**src/rtl/contadores_multicanal_if.sv**
```systemverilog
// Bus bundle for the multichannel event counter: push/idle/read request
// from the link side, snapshot read data and status back to it.
//
// Handshake: req is a single-cycle strobe with no backpressure. Every
// cycle with req=1 produces exactly one valid pulse on the following
// cycle. That pulse qualifies cuenta and err. A new req may be issued
// on every cycle.
interface contadores_multicanal_if #(
  parameter int NUM_CH = 4,
  parameter int CNT_W  = 5,
  parameter int IDX_W  = 3
);
  logic [NUM_CH-1:0] push;
  logic              idle;
  logic              req;
  logic [IDX_W-1:0]  idx;
  logic [CNT_W-1:0]  cuenta;
  logic              valid;
  logic              err;
  logic [NUM_CH-1:0] ovf;
  logic [1:0]        estado;

  // Driver side: the link / host that pushes events and reads snapshots
  modport master (
    output push, idle, req, idx,
    input  cuenta, valid, err, ovf, estado
  );

  // Counter block side
  modport slave (
    input  push, idle, req, idx,
    output cuenta, valid, err, ovf, estado
  );
endinterface

```
**src/rtl/contadores_multicanal.sv**
```systemverilog
// Multichannel event counter with idle-window snapshot and readout.
// Live counters run in COUNT and SNAP. Entering SNAP (link idle) copies
// every live counter into a shadow bank. Reads are served from the shadow
// bank only while in SNAP, with one cycle of latency. estado exposes the
// FSM state directly.
module contadores_multicanal #(
  parameter int NUM_CH      = 4,
  parameter int CNT_W       = 5,
  parameter int IDX_W       = 3,
  parameter bit SATURATE    = 1'b0,
  parameter bit CLR_ON_SNAP = 1'b0
) (
  input  logic                  clk,
  input  logic                  reset,
  contadores_multicanal_if.slave bus
);

  typedef enum logic [1:0] {
    ST_INIT  = 2'b00,
    ST_COUNT = 2'b01,
    ST_SNAP  = 2'b10
  } state_t;

  localparam logic [CNT_W-1:0] CNT_MAX = '1;
  localparam logic [CNT_W-1:0] CNT_ONE = CNT_W'(1);

  state_t state_q, state_d;

  logic [CNT_W-1:0]  cnt_q    [NUM_CH];
  logic [CNT_W-1:0]  cnt_d    [NUM_CH];
  logic [CNT_W-1:0]  inc_val  [NUM_CH];
  logic [CNT_W-1:0]  shadow_q [NUM_CH];
  logic [CNT_W-1:0]  shadow_d [NUM_CH];
  logic [NUM_CH-1:0] ovf_q, ovf_d;

  logic [CNT_W-1:0]  cuenta_q, cuenta_d;
  logic              valid_q, valid_d;
  logic              err_q, err_d;

  logic              count_en;
  logic              snap_edge;
  logic [CNT_W-1:0]  sel_val;
  logic              idx_ok;

  // Counting is held off for the single INIT cycle after reset release,
  // so the earliest increment lands on the second edge after release.
  assign count_en  = (state_q != ST_INIT);

  // The snapshot is taken on the edge that moves COUNT into SNAP.
  assign snap_edge = (state_q == ST_COUNT) && bus.idle;

  // Next-state logic: INIT -> COUNT unconditionally, COUNT <-> SNAP on idle
  always_comb begin
    state_d = state_q;
    case (state_q)
      ST_INIT:  state_d = ST_COUNT;
      ST_COUNT: if (bus.idle)  state_d = ST_SNAP;
      ST_SNAP:  if (!bus.idle) state_d = ST_COUNT;
      default:  state_d = ST_INIT;
    endcase
  end

  // State register
  always_ff @(posedge clk or negedge reset) begin
    if (!reset) begin
      state_q <= ST_INIT;
    end else begin
      state_q <= state_d;
    end
  end

  // Per-channel increment, overflow detection and snapshot capture.
  // inc_val is the counter value after this edge's push. The shadow
  // captures that value, so a push on the snapshot edge is included.
  // With clear-on-snap the live counter restarts from zero, so that
  // push is counted only once, in the shadow.
  always_comb begin
    ovf_d = ovf_q;
    for (int i = 0; i < NUM_CH; i++) begin
      inc_val[i] = cnt_q[i];
      if (count_en && bus.push[i]) begin
        if (cnt_q[i] == CNT_MAX) begin
          ovf_d[i]   = 1'b1;
          inc_val[i] = SATURATE ? CNT_MAX : '0;
        end else begin
          inc_val[i] = cnt_q[i] + CNT_ONE;
        end
      end
      cnt_d[i]    = inc_val[i];
      shadow_d[i] = shadow_q[i];
      if (snap_edge) begin
        shadow_d[i] = inc_val[i];
        if (CLR_ON_SNAP) begin
          cnt_d[i] = '0;
        end
      end
    end
  end

  // Live counters, shadow bank and sticky overflow flags
  always_ff @(posedge clk or negedge reset) begin
    if (!reset) begin
      for (int i = 0; i < NUM_CH; i++) begin
        cnt_q[i]    <= '0;
        shadow_q[i] <= '0;
      end
      ovf_q <= '0;
    end else begin
      for (int i = 0; i < NUM_CH; i++) begin
        cnt_q[i]    <= cnt_d[i];
        shadow_q[i] <= shadow_d[i];
      end
      ovf_q <= ovf_d;
    end
  end

  // Read decode. The mux is built as a compare loop, so an out-of-range
  // idx selects nothing and is reported through idx_ok. The read looks at
  // the pre-edge state, so a req on the edge where idle falls in SNAP is
  // still served. Shadows never change while in SNAP, so the value is
  // stable for the whole read window.
  always_comb begin
    sel_val = '0;
    idx_ok  = 1'b0;
    for (int i = 0; i < NUM_CH; i++) begin
      if (bus.idx == IDX_W'(i)) begin
        sel_val = shadow_q[i];
        idx_ok  = 1'b1;
      end
    end
    valid_d  = bus.req;
    err_d    = 1'b0;
    cuenta_d = cuenta_q;
    if (bus.req) begin
      if ((state_q == ST_SNAP) && idx_ok) begin
        cuenta_d = sel_val;
      end else begin
        err_d    = 1'b1;
        cuenta_d = '0;
      end
    end
  end

  // Read response registers. cuenta holds between reads. valid and err
  // are one-cycle pulses, and reset drops any response still pending.
  always_ff @(posedge clk or negedge reset) begin
    if (!reset) begin
      cuenta_q <= '0;
      valid_q  <= 1'b0;
      err_q    <= 1'b0;
    end else begin
      cuenta_q <= cuenta_d;
      valid_q  <= valid_d;
      err_q    <= err_d;
    end
  end

  // All outputs come straight from registers, so push never reaches
  // an output through combinational logic.
  assign bus.cuenta = cuenta_q;
  assign bus.valid  = valid_q;
  assign bus.err    = err_q;
  assign bus.ovf    = ovf_q;
  assign bus.estado = state_q;

endmodule

```
**src/flat_wrapper.sv**
```systemverilog
// flat-port wrapper written by rule: the top's interface ports become plain ports
module contadores_multicanal_flat 
#(
  parameter int NUM_CH      = 4,
  parameter int CNT_W       = 5,
  parameter int IDX_W       = 3,
  parameter bit SATURATE    = 1'b0,
  parameter bit CLR_ON_SNAP = 1'b0
)
  (clk, reset, bus_push, bus_idle, bus_req, bus_idx, bus_cuenta, bus_valid, bus_err, bus_ovf, bus_estado);
  contadores_multicanal_if #(.NUM_CH(NUM_CH), .CNT_W(CNT_W), .IDX_W(IDX_W)) bus_i ();
  input  logic clk;
  input  logic reset;
  input wire logic [$bits(bus_i.push)-1:0] bus_push;
  input wire logic [$bits(bus_i.idle)-1:0] bus_idle;
  input wire logic [$bits(bus_i.req)-1:0] bus_req;
  input wire logic [$bits(bus_i.idx)-1:0] bus_idx;
  output wire logic [$bits(bus_i.cuenta)-1:0] bus_cuenta;
  output wire logic [$bits(bus_i.valid)-1:0] bus_valid;
  output wire logic [$bits(bus_i.err)-1:0] bus_err;
  output wire logic [$bits(bus_i.ovf)-1:0] bus_ovf;
  output wire logic [$bits(bus_i.estado)-1:0] bus_estado;
  assign bus_i.push = bus_push;
  assign bus_i.idle = bus_idle;
  assign bus_i.req = bus_req;
  assign bus_i.idx = bus_idx;
  assign bus_cuenta = bus_i.cuenta;
  assign bus_valid = bus_i.valid;
  assign bus_err = bus_i.err;
  assign bus_ovf = bus_i.ovf;
  assign bus_estado = bus_i.estado;
  contadores_multicanal #(.NUM_CH(NUM_CH), .CNT_W(CNT_W), .IDX_W(IDX_W), .SATURATE(SATURATE), .CLR_ON_SNAP(CLR_ON_SNAP)) u_core (.clk(clk), .reset(reset), .bus(bus_i));
endmodule
```
**config.mk**
```make
export PLATFORM = sky130hd
export DESIGN_NAME = contadores_multicanal_flat
export DESIGN_NICKNAME = d
export VERILOG_FILES = /design/src/rtl/contadores_multicanal_if.sv /design/src/rtl/contadores_multicanal.sv /design/src/flat_wrapper.sv
export SDC_FILE = /design/constraint.sdc
export NUM_CORES = 1
export LEC_CHECK = 0
export CORE_MARGIN = 2
export CORE_UTILIZATION = 50
export CTS_CLUSTER_SIZE = 24
export DETAILED_ROUTE_END_ITERATION = 12
export GPL_TIMING_DRIVEN = 1
export HOLD_SLACK_MARGIN = 0.08
export PLACE_DENSITY = 0.71
export SYNTH_ARGS = -nofsm -noshare
export SYNTH_HDL_FRONTEND = slang
export SYNTH_SLANG_ARGS = --single-unit
export TNS_END_PERCENT = 50
```
**constraint.sdc**
```tcl
create_clock -name clk -period 4 [get_ports clk]
set_clock_uncertainty 0.1 [all_clocks]
set_input_delay 0.6 -clock clk [delete_from_list [all_inputs] [get_ports clk]]
set_output_delay 0.6 -clock clk [all_outputs]
set_load 0.03 [all_outputs]
```
==> summary.txt <==
Outcome
  • Status: finished, final reports clean

Finish
  • Area of the multi-input gates: 0.00112 mm2
  • Post-layout nets: 262
  • Layout cells sized above 1: 16.0%
  • Design area: 0.00287 mm2
  • Area delta synth->final: 14.2%
  • Register Area: 0.00133 mm2
  • Fill count: 405
  • Post-Layout Cell Count: 311
  • Number of antenna diodes: 0

Timing
  • Fmax: 390 MHz
  • Final slew viol count: 0
  • Period utilization: 64.1%
  • Final min period: 2.56 ns
  • TNS Setup: 0 ns
  • Worst slew margin: 47.4%
  • Final setup fails: 0
  • RSZ-0062 raised after global routing: no
  • Fin. Hold Viols: 0
  • Worst-Margin Slew: 0.789 ns

Routing
  • Routed Wire Length: 4.56 mm
  • Routed length on met1: 2.28 mm
  • Via count: 1722
  • Metal2 WL: 2.06 mm
  • DRT iter0 DRCs: 72
  • Vias/cell: 5.54
  • DRT antenna net count: 0
  • Drt drc: 0
  • First-pass DRT Iterations: 6
  • Top routing layer used: met4
  • Wire per inst: 14.7 um
  • Met3 Wirelength: 140 um

Yosys
  • Top_reg_cell synth: dfrtp_1
  • Post-synth EDFFs: 0
  • Distinct cell type count of the synthesized netlist: 41
  • Most frequent cell after synthesis: dfrtp_1
  • Yosys top cell area share: 52.8%
  • Syn Nets: 238
  • Most instantiated cells after synthesis: 53 x dfrtp_1, 22 x nand2_1, 20 x mux2_2
  • YS warnings: 0
  • Cell area after synthesis: 0.00251 mm2
  • Seq cells post-synth: 53
  • Mapped Cells: 219
  • Ranking of synthesized cells by area: dfrtp_1 53%, mux2_2 9.0%, ha_1 4.0%
  • Largest area contributor in the netlist: dfrtp_1
  • Async set-or-reset flop fraction in the synthesized netlist: 100%
  • Register area share after synthesis: 52.8%
  • Mean Syn Cell Area: 11.5 um2

Die
  • Die X: 74.9 um
  • I/O Pins: 24
  • Die height: 74.9 um
  • FP Rows: 25
  • Starting Density: 52.5%
  • Core area: 0.00479 mm2
  • Die ar.: 0.00561 mm2

Critical path
  • CP cell instances: clkdlybuf4s50_1
  • Delay of the slowest critical-path stage: 0.79 ns
  • CP bufs+invs: 1
  • Crit path max fanout: 17
  • Critical path type: reg -> out
  • Critical path's top delay family: buffers and inverters
  • Critical path endpoint category: output port
  • Required @ worst endpoint: 3.30 ns
  • CP max-delay cell: clkdlybuf4s50_1
  • Crit path launch type: flop
  • CP Data Arrival Time: 1.86 ns

Pwr
  • Pwr per Cell Area: 702 mW/mm2
  • Switch share: 38.0%
  • Internal power: 1.25 mW
  • Max VDD drop: 0.000350 V
  • Tot Pwr: 2.01 mW
  • Combinational fraction of design power: 37.8%
  • P_sw: 0.765 mW
  • Clock power frac: 14.5%
  • Leak: 1.25 nW
  • Flop pwr share: 47.7%

Flow run
  • Max-cap viol count: 0

Worst hold path
  • Hold WC Path Type: in -> async

Global route
  • GRT Residual Overflow: 0
  • GRT Total Usage: 19.1%
  • Largest net degree at the start of global routing: 37
  • Initial antenna violation count: 0
  • Global-route wire length before repair: 7.94 mm
  • Vias in the first global route: 1648

Place
  • RD Place Congestion: 0.804
  • Post-detail-place hpwl: 3.29 mm
  • Placed Cells: 303
  • Placed instance area: 0.00279 mm2
  • Number of buffers added on ports: 23

Clocking
  • Cts repair resizes: 0
  • Post-CTS Setup Bufs: 0
  • CTS Hold Bufs: 0
  • CTS tree: done
  • Reg clk slew, reported paths: 0.09 ns
  • Total CTS buffers: 5
  • Root Buffer Master: clkbuf_8
  • H-tree level count: 2
  • Clk_lat worst skew: 0.31 ns
  • Clk sinks: 53
  • Clock Path Buffers: 2
path summary, 6_finish.rpt:
path,start,endpoint,depth (start not counted),slack (ns)
worst max-delay path,u_core.bus.estado[0],bus_estado[0],1,1.44
worst min register to register,u_core.bus.ovf[0],u_core.bus.ovf[0],1,0.37
max in group asynchronous,reset,u_core.shadow_q[11],2,2.81
worst min-delay path,reset,u_core.cnt_q[10],1,0.27
worst max register to register,u_core.bus.estado[0],u_core.shadow_q[11],2,1.92
min in group clk,u_core.bus.ovf[0],u_core.bus.ovf[0],1,0.37
cells by family (layout without fill, tap and decap cells):
kind of cell,Yosys count,after routing,synth area share [%]
fa+ha+maj,8,8,3.98
buf+inv,14,39,2.74
simple gates,72,72,15.9
compound gates,49,49,14.0
flops,53,53,52.8
xor+xnor,1,1,0.349
mux,22,22,10.3
sequential cells by signal, indices dropped and copies added, names as in the netlist:
register / flops
u_core.cnt_q: 20
u_core.shadow_q: 20
u_core.bus.cuenta: 5
u_core.bus.ovf: 4
u_core.bus.estado: 2
u_core.bus.err: 1
u_core.bus.valid: 1
metrics by stage:
| stage | hold WS [ns] | setup slack [ns] | utilization, % |
|---|---|---|---|
| global placement | 0.341 | 1.56 | 58.2 |
| detailed placement | 0.348 | 1.52 | 58.2 |
| global route | 0.341 | 1.36 | 59.9 |
| CTS | 0.288 | 1.42 | 59.9 |
| finish | 0.271 | 1.44 | 59.9 |
| floorplan | 0.204 | 2.12 | - |
layout make-up:
type                       instances  share of cell area, %
clock buffer                       6                   2.53
clock inverter                     2                  0.349
inverter                           7                  0.916
multi-input combinational        152                   38.9
sequential                        53                   46.2
tap                               67                   2.92
timing repair buffer              24                   8.11
power by group through the flow:
stage / clock (mW) / combinational (mW) / sequential [mW]
after floorplan: 0 / 0.577 / 0.942
after global placement: 0 / 0.753 / 0.962
after global routing: 0.324 / 0.861 / 0.998
after CTS: 0.300 / 0.772 / 0.961
final: 0.293 / 0.761 / 0.959
after detailed placement: 0 / 0.770 / 0.970
cell usage in the layout, fill, tap and decap left out, types with 2 or more instances in the layout:
master           instances
ha_1                     8
nand3_1                  7
o22ai_1                  9
nand3b_1                 3
o41ai_1                  3
nand2_1                 22
a31oi_2                  2
or4_1                    3
nor2_1                  15
a31oi_1                 12
or4b_1                   2
o211ai_1                 3
mux2_2                  20
and3_1                   4
clkinv_2                 2
clkbuf_8                 5
o21ai_1                  2
dfrtp_1                 53
nor2b_1                  2
a21o_1                   3
nor3b_1                  2
or3_1                    3
o21ai_0                  7
clkdlybuf4s50_1         22
nand4bb_1                3
inv_1                    7
o21a_1                   3
o21ai_4                  2
metal layers:
layer	vias to the layer above	global-route usage, %
li1	854	-
met1	833	26.9
met2	28	29.4
met3	7	4.15
met4	0	6.55
met5	-	0
(Power assumes the default switching activity.)
